`src/rtl/mealy_pkg.sv`:
```
`default_nettype none
// ============================================================================
//  Module      : mealy_pkg
//  Description : Elaboration-time helpers for the serial pattern detector.
//  Revision    : 1.0  initial release
// ============================================================================
package mealy_pkg;

    localparam int c_MAX_PAT_W = 16;

    // Prefix-length register width: $clog2(pat_w), never below 1.
    function automatic int state_width(input int pat_w);
        return (pat_w <= 2) ? 1 : $clog2(pat_w);
    endfunction

    // Bit i of the pattern in arrival order (i = 0 is the first bit received).
    function automatic bit pat_bit(input logic [c_MAX_PAT_W-1:0] pattern,
                                   input int width, input int i);
        return pattern[width-1-i];
    endfunction

    // Longest proper border of the first n pattern bits.
    function automatic int border_len(input logic [c_MAX_PAT_W-1:0] pattern,
                                      input int width, input int n);
        int  result;
        bit  ok;
        result = 0;
        for (int l = 1; l < n; l++) begin
            ok = 1'b1;
            for (int i = 0; i < l; i++)
                if (pat_bit(pattern, width, i) != pat_bit(pattern, width, n-l+i))
                    ok = 1'b0;
            if (ok)
                result = l;
        end
        return result;
    endfunction

    // Longest pattern prefix that is a suffix of (first k pattern bits, then b).
    // Returns width exactly when the full pattern has just been seen.
    function automatic int next_prefix(input logic [c_MAX_PAT_W-1:0] pattern,
                                       input int width, input int k, input int b);
        int  result;
        bit  ok;
        bit  sbit;
        result = 0;
        for (int l = 1; l <= k + 1 && l <= width; l++) begin
            ok = 1'b1;
            for (int i = 0; i < l; i++) begin
                sbit = ((k + 1 - l + i) < k) ? pat_bit(pattern, width, k + 1 - l + i)
                                             : bit'(b);
                if (pat_bit(pattern, width, i) != sbit)
                    ok = 1'b0;
            end
            if (ok)
                result = l;
        end
        return result;
    endfunction

endpackage
`default_nettype wire

```
`src/rtl/mealy_seq_detector_if.sv`:
```
`default_nettype none
// ============================================================================
//  Module      : mealy_seq_detector_if
//  Description : Serial stream in, match / count / debug state out.
//  Revision    : 1.0  initial release
// ============================================================================
interface mealy_seq_detector_if #(
    parameter int CNT_W   = 8,
    parameter int STATE_W = 2
);
    logic               in;
    logic               in_valid;
    logic               clr;
    logic               match;
    logic [CNT_W-1:0]   match_count;
    logic [STATE_W-1:0] state_o;

    modport master (output in, in_valid, clr, input match, match_count, state_o);
    modport slave  (input in, in_valid, clr, output match, match_count, state_o);
endinterface
`default_nettype wire

```
`src/rtl/sat_counter.sv`:
```
`default_nettype none
// ============================================================================
//  Module      : sat_counter
//  Description : Saturating up-counter with synchronous clear.
//  Revision    : 1.0  initial release
// ============================================================================
module sat_counter #(
    parameter int CNT_W = 8
) (
    input  wire logic             clk,
    input  wire logic             areset,
    input  wire logic             inc,
    input  wire logic             clr,
    output logic      [CNT_W-1:0] q
);
    logic [CNT_W-1:0] count_q;

    always_ff @(posedge clk or posedge areset) begin
        if (areset)
            count_q <= '0;
        else if (clr)
            count_q <= '0;
        else if (inc && (count_q != {CNT_W{1'b1}}))
            count_q <= count_q + 1'b1;
    end

    assign q = count_q;
endmodule
`default_nettype wire

```
`src/rtl/mealy_seq_detector.sv`:
```
`default_nettype none
// ============================================================================
//  Module      : mealy_seq_detector
//  Description : Parametrised Mealy serial-pattern detector, table driven.
//  Revision    : 1.0  initial release
// ============================================================================
module mealy_seq_detector
    import mealy_pkg::*;
#(
    parameter int               PAT_W   = 4,
    parameter logic [PAT_W-1:0] PATTERN = 4'b1101,
    parameter int               OVERLAP = 1,
    parameter int               CNT_W   = 8
) (
    input wire logic             clk,
    input wire logic             areset,
    mealy_seq_detector_if.slave  bus
);
    localparam int c_STATE_W = state_width(PAT_W);
    localparam int c_N_ST    = 2 ** c_STATE_W;

    if (PAT_W < 2 || PAT_W > c_MAX_PAT_W) begin : g_bad_pat_w
        $error("mealy_seq_detector: PAT_W must lie in 2..16");
    end

    logic [c_N_ST*2-1:0]                w_hit_tab;
    logic [c_N_ST*2-1:0][c_STATE_W-1:0] w_nxt_tab;
    logic [c_STATE_W:0]                 w_sel;
    logic                               w_match;
    logic [c_STATE_W-1:0]               state_q;
    logic [c_STATE_W-1:0]               state_d;

    // Lookup indexed by {state, bit}; unreachable states map to 0 with no hit.
    for (genvar k = 0; k < c_N_ST; k++) begin : g_state
        for (genvar b = 0; b < 2; b++) begin : g_bit
            localparam int RAW = (k < PAT_W)
                               ? next_prefix(16'(PATTERN), PAT_W, k, b) : 0;
            localparam bit HIT = (RAW == PAT_W);
            localparam int NXT = HIT ? ((OVERLAP != 0)
                               ? border_len(16'(PATTERN), PAT_W, PAT_W) : 0) : RAW;
            assign w_hit_tab[k*2+b] = HIT;
            assign w_nxt_tab[k*2+b] = c_STATE_W'(NXT);
        end
    end

    assign w_sel   = {state_q, bus.in};
    assign w_match = ~areset & bus.in_valid & w_hit_tab[w_sel];

    always_comb begin
        state_d = state_q;
        if (bus.clr)
            state_d = '0;
        else if (bus.in_valid)
            state_d = w_nxt_tab[w_sel];
    end

    always_ff @(posedge clk or posedge areset) begin
        if (areset)
            state_q <= '0;
        else
            state_q <= state_d;
    end

    sat_counter #(
        .CNT_W (CNT_W)
    ) u_match_cnt (
        .clk    (clk),
        .areset (areset),
        .inc    (w_match),
        .clr    (bus.clr),
        .q      (bus.match_count)
    );

    assign bus.match   = w_match;
    assign bus.state_o = state_q;
endmodule
`default_nettype wire

```
`src/flat_wrapper.sv`:
```
// flat-port wrapper written by rule: the top's interface ports become plain ports
module mealy_seq_detector_flat import mealy_pkg::*;
#(
    parameter int               PAT_W   = 4,
    parameter logic [PAT_W-1:0] PATTERN = 4'b1101,
    parameter int               OVERLAP = 1,
    parameter int               CNT_W   = 8
)
  (clk, areset, bus_in, bus_in_valid, bus_clr, bus_match, bus_match_count, bus_state_o);
  mealy_seq_detector_if #(.CNT_W(CNT_W), .STATE_W(2)) bus_i ();
  input wire logic clk;
  input wire logic areset;
  input wire logic [$bits(bus_i.in)-1:0] bus_in;
  input wire logic [$bits(bus_i.in_valid)-1:0] bus_in_valid;
  input wire logic [$bits(bus_i.clr)-1:0] bus_clr;
  output wire logic [$bits(bus_i.match)-1:0] bus_match;
  output wire logic [$bits(bus_i.match_count)-1:0] bus_match_count;
  output wire logic [$bits(bus_i.state_o)-1:0] bus_state_o;
  assign bus_i.in = bus_in;
  assign bus_i.in_valid = bus_in_valid;
  assign bus_i.clr = bus_clr;
  assign bus_match = bus_i.match;
  assign bus_match_count = bus_i.match_count;
  assign bus_state_o = bus_i.state_o;
  mealy_seq_detector #(.PAT_W(PAT_W), .PATTERN(PATTERN), .OVERLAP(OVERLAP), .CNT_W(CNT_W)) u_core (.clk(clk), .areset(areset), .bus(bus_i));
endmodule
```
`config.mk`:
```
export PLATFORM = sky130hd
export DESIGN_NAME = mealy_seq_detector_flat
export DESIGN_NICKNAME = d
export VERILOG_FILES = /design/src/rtl/mealy_pkg.sv /design/src/rtl/mealy_seq_detector_if.sv /design/src/rtl/sat_counter.sv /design/src/rtl/mealy_seq_detector.sv /design/src/flat_wrapper.sv
export SDC_FILE = /design/constraint.sdc
export NUM_CORES = 1
export LEC_CHECK = 0
export CAP_MARGIN = 10
export CORE_AREA = 5 5 42 44
export CTS_CLUSTER_SIZE = 40
export DETAILED_ROUTE_END_ITERATION = 8
export DIE_AREA = 0 0 47 49
export PLACE_DENSITY = 0.76
export REMOVE_ABC_BUFFERS = 1
export SLEW_MARGIN = 20
export SYNTH_ARGS = -nofsm -noshare
export SYNTH_HDL_FRONTEND = slang
export SYNTH_SLANG_ARGS = --single-unit
```
`constraint.sdc`:
```
create_clock -name clk -period 3.3 [get_ports clk]
set_input_delay 0.66 -clock clk [delete_from_list [all_inputs] [get_ports clk]]
set_output_delay 0.66 -clock clk [all_outputs]
set_load 0.01 [all_outputs]
```
# --- Yosys cells after proc, flatten, opt, wreduce, memory -nomap -nowiden ---
# Memories as Yosys holds them, arrays and structs flattened.
# Index checks and enable logic that the tools add are counted.
op_classes:
  n_addsub: 1
  multipliers: 0
  div_mod_pow: 0
  magnitude_cmp: 1
  eq_ne: 1
  shifts: 0
  muxes: 6
  n_bitwise: 3
  reduce_logical: 3
ops:
  columns: ["cell", "count"]
  rows:
  - ["8-bit 2-to-1 mux", 2]
  - ["8-bit by 1-bit adder with 8-bit output (second input constant)", 1]
  - ["8-bit inequality test (second input constant)", 1]
  - ["2-bit 2-to-1 mux", 3]
  - ["3-bit by 4-bit < comparator with 1-bit output (second input constant)", 1]
  - ["2-bit nonzero test", 2]
  - ["1-bit AND", 2]
  - ["1-bit logical AND", 1]
  - ["1-bit 2-to-1 mux", 1]
  - ["1-bit inverter", 1]
word_totals:
  reg_bits: 10
  latchBits: 0
  mem_bits_rw: 0
  romBits: 24
  inputBits: 5
  word_cells: 19
  n_memories: 2
mem_list:
  columns: ["memory", "words", "width", "rd", "rd_clocked_by_memory_dff", "write_ports", "line", "rtl"]
  rows:
  - ["(no name shown)", 8, 2, 1, 0, 0, "mealy_seq_detector.sv:54", "state_d = w_nxt_tab[w_sel];"]
  - ["(no name shown)", 8, 1, 1, 0, 0, "mealy_seq_detector.sv:47", "assign w_match = ~areset & bus.in_valid & w_hit_tab[w_sel];"]

# --- Depth between registers and ports, before layout ---
logic_depth:
  depth_word: 6
  mapped_depth: 6
  depth_no_buf: 6

# --- Cells and area by module ---
# Synthesis repeated with hierarchy kept, for this count alone.
unflattened:
  hier_cells: 61
  area_unflattened_um2: 636.9
by_module_without_submodules:
  columns: ["module", "n_inst", "cells_per_inst", "area_per_inst_um2", "seq_area_each_um2"]
  rows:
  - ["sat_counter", 1, 49, 504.2, 200.2]
  - ["mealy_seq_detector", 1, 12, 132.6, 50.0]

# --- Worst setup path after synthesis ---
# No wires, ideal clock.
synth_timing:
  path_type: "in2out"
  start: "input port bus_in"
  end: "output port bus_match"
  arrival_ns: 1.097
  required_ns: 2.640
  slack_ns: 1.543
  stages: 3
  n_path_buf: 0
  path_cell_list: "ha_1 > nand4b_4 > clkinv_4"
synth_between:
  elab_chain_len: 3
synth_lines:
  columns: ["item", "line", "rtl"]
  rows:
  - ["from (decl)", "flat_wrapper.sv:13", "input wire logic [$bits(bus_i.in)-1:0] bus_in;"]
  - ["memory read 8 x 1 bit", null, null]
  - ["1-bit 2-to-1 mux (not written as such)", "mealy_seq_detector.sv:47", null]
  - ["1-bit AND", "mealy_seq_detector.sv:47", null]
  - ["to (decl)", "flat_wrapper.sv:16", "output wire logic [$bits(bus_i.match)-1:0] bus_match;"]
# No other way between the ends. The select of a mux whose other input is x is not followed.

# --- Final worst setup path ---
# Ends and elaborated chain as after synthesis.

==> flow_summary_export.csv <==
group,metric,value,unit
run_status,status,"finished clean",
grt,grt_pass1_wl,2553,um
setup_path,crit_required,2640,ps
route,via_per_inst,5.620,
run,maxCapViolations,0,
logic_synthesis,ys.flop_type,"dfrtp_1",
die,core,0.001401,mm^2
setup_path,critPathKind,"in2out",
worst_hold_path,hold_path_class,"reg2reg",
die,rows,14,
die,num_io_pins,16,
clock_tree,worstSkewPairLatency,260,ps
logic_synthesis,synth.cells.most_frequent,"dfrtp_1 (10), nor2_1 (7), inv_1 (4)",
die,die_w,47,um
clock_tree,clk_pin_slew,70,ps
grt,overflow,0,
logic_synthesis,synth-edff-count,0,
sta,setup_viol,0,
sta,slew_headroom,72.27,%
route,first_pass_iters,4,
clock_tree,cts_max_level,1,
logic_synthesis,synth.largest_area_cell,"dfrtp_1",
logic_synthesis,ys_top_cells_by_area,"dfrtp_1 (41%), ha_1 (6.1%), nor2_1 (4.3%)",
route,drtIter0Drc,6,
clock_tree,cts_made_buffers,3,
power_and_ir_drop,leakagePower,0.3681,nW
grt,antenna_found_initial,0,
logic_synthesis,netlist_instances,58,
sta,fin_crit_sh,85.82,%
logic_synthesis,netlist.area_leader.share,40.82,%
sta,fin_setup_tns,0,ps
route,drc,0,
clock_tree,postCtsSetupBuffers,0,
sta,period_minus_slack,2832,ps
sta,tightest_slew,414.6,ps
die,start_util,43.75,%
logic_synthesis,synth.most_common_cell,"dfrtp_1",
layout,multiInputGateArea,331.6,um^2
die,design.die.area,0.002303,mm^2
logic_synthesis,synth_area,613.1,um^2
power_and_ir_drop,power,258.1,uW
sta,finalMaxSlewViolations,0,
logic_synthesis,ys_async_sr_fraction,100.0,%
route,drt.antenna.violating_nets,0,
place,globalplace.congestion,0.7583,
sta,clock_skew,0.4869,ps
clock_tree,cts.sinks,10,
layout,final_util,57.95,%
power_and_ir_drop,ir_drop,190.6,uV
sta,hold_viol,0,
setup_path,worstPathMaxFanout,9,
layout,seqCellArea,250.2,um^2
clock_tree,cts-root-buf,"clkbuf_4",
place,io_buffers,15,
grt,grt.met2_usage,22.85,%
layout,drive_gt1_share,14.47,%
logic_synthesis,yosysSeqAreaShare,40.82,%
logic_synthesis,syn-mean-instance-area,10.57,um^2
clock_tree,cts.hold.buffers_added,0,
logic_synthesis,ys_ff_latch,10,
power_and_ir_drop,power_density,317.9,mW/mm^2
grt,grt_pass1_vias,563,
setup_path,cp-start-kind,"input pin",
grt,grt_max_degree,11,
layout,n_antenna_cell,0,
route,totalWireLength,1380,um
route,wire_per_inst,15.00,um
logic_synthesis,yosys_warnings,0,
layout,finalNetCount,85,
sta,rsz0062_at_grt,"false",
clock_tree,cts_tree,"yes",
layout,synthToLayoutAreaGrowth,32.45,%
layout,fill_cells,133,
die,die_y,49,um
grt,use_met1,19.59,%
grt,grt_usage,15.26,%
grt,grt.busiest_layer,"met2",
place,dp_hpwl,1027,um
logic_synthesis,synth_cell_types,30,
clock_tree,cts_resized,0,
setup_path,cp.arrival,2170,ps
grt,grt.met3_usage,4.428,%
setup_path,endpoint_kind,"primary output",
clock_tree,clockBufferDepth,2,
route,vias,517,
sta,fmax,353.1,MHz
## cells by family after synthesis
logic type                 Yosys count  share of synthesized area (%)
AOI/OAI and AO/OA                   12                          14.49
xor gates and xnor gates             2                          2.858
adders and majority gates            3                          6.123
buffers and inverters                6                          5.102
DFF                                 10                          40.82
muxes                                2                          3.265
and+or+nand+nor                     23                          27.35
## final timing paths
kind	depth (start not counted)	slack, ps	endpoint	startpoint
worst max-delay path	5	470	bus_match	bus_in
worst min-delay path	1	570	u_core.bus.state_o[1]	u_core.bus.state_o[0]
worst max register to register	5	1800	u_core.u_match_cnt.q[6]	u_core.u_match_cnt.q[0]
worst min register to register	1	570	u_core.bus.state_o[1]	u_core.bus.state_o[0]
max in group asynchronous	2	2330	u_core.u_match_cnt.q[5]	areset
min in group asynchronous	2	700	u_core.u_match_cnt.q[0]	areset
## cell type report
type                            count  share of cell area, %
Inverter                            5                  2.928
Clock buffer                        4                  4.468
Timing Repair Buffer               15                  18.49
Multi-Input combinational cell     42                  40.83
Sequential cell                    10                  30.82
Tap cell                           16                  2.465
## placed cells by master, fill, tap and decap left out
cell type	synthesis	final
mux2i_1	2	2
a211oi_1	1	1
clkbuf_8	0	1
clkdlybuf4s50_1	0	15
clkbuf_4	0	3
nor2_1	7	7
a311oi_1	1	1
nor4_4	1	1
clkinv_4	1	1
a31oi_1	1	1
nand4b_1	1	1
and2b_1	1	1
o211ai_1	1	1
nand3_4	1	1
ha_1	3	3
o22ai_1	1	1
inv_1	4	4
o21ai_2	1	1
nand3_1	1	1
o2111a_1	1	1
nand4_1	2	2
a211oi_2	1	1
nand4b_4	1	1
a21oi_1	3	3
nor3_1	3	3
nand2_1	2	2
and4_1	1	1
nor4_1	1	1
xor2_1	2	2
o21ai_0	1	1
dfrtp_1	10	10
and3_2	1	1
## power breakdown
part	leakage [nW]	total (mW)	internal [mW]	switching, mW
combinational	0.208	0.0205	0.00999	0.0105
clock	0.0210	0.112	0.0670	0.0448
sequential	0.139	0.126	0.124	0.00216
## per-layer routing
layer | routed length, um | share of wire [%] | vias to the layer above
li1 | - | - | 254
met3 | 66 | 4.8 | 2
met5 | 0 | 0 | -
met2 | 699 | 51 | 13
met4 | 12 | 0.87 | 0
met1 | 602 | 44 | 248
## registers in the layout, indices dropped and copies added, names as in the netlist
name and flops:
u_core.bus.state_o 2, u_core.u_match_cnt.q 8
## worst max-delay path, stage by stage
cell,delay (ps)
clkdlybuf4s50_1,480
ha_1,210
nand4b_4,160
clkinv_4,120
clkdlybuf4s50_1,540
## metrics by stage
stage	hold WS (ps)	instances	setup WS [ps]	instance area [um^2]
detailed placement	567.6	88	467.2	775.7
finish	569.6	92	468.0	812.0
floorplan	500.2	57	1543	605.6
global route	624.4	92	403.7	812.0
global placement	557.9	88	486.7	775.7
CTS	577.3	92	463.4	812.0
No activity file was read; power rests on OpenSTA's default activity.
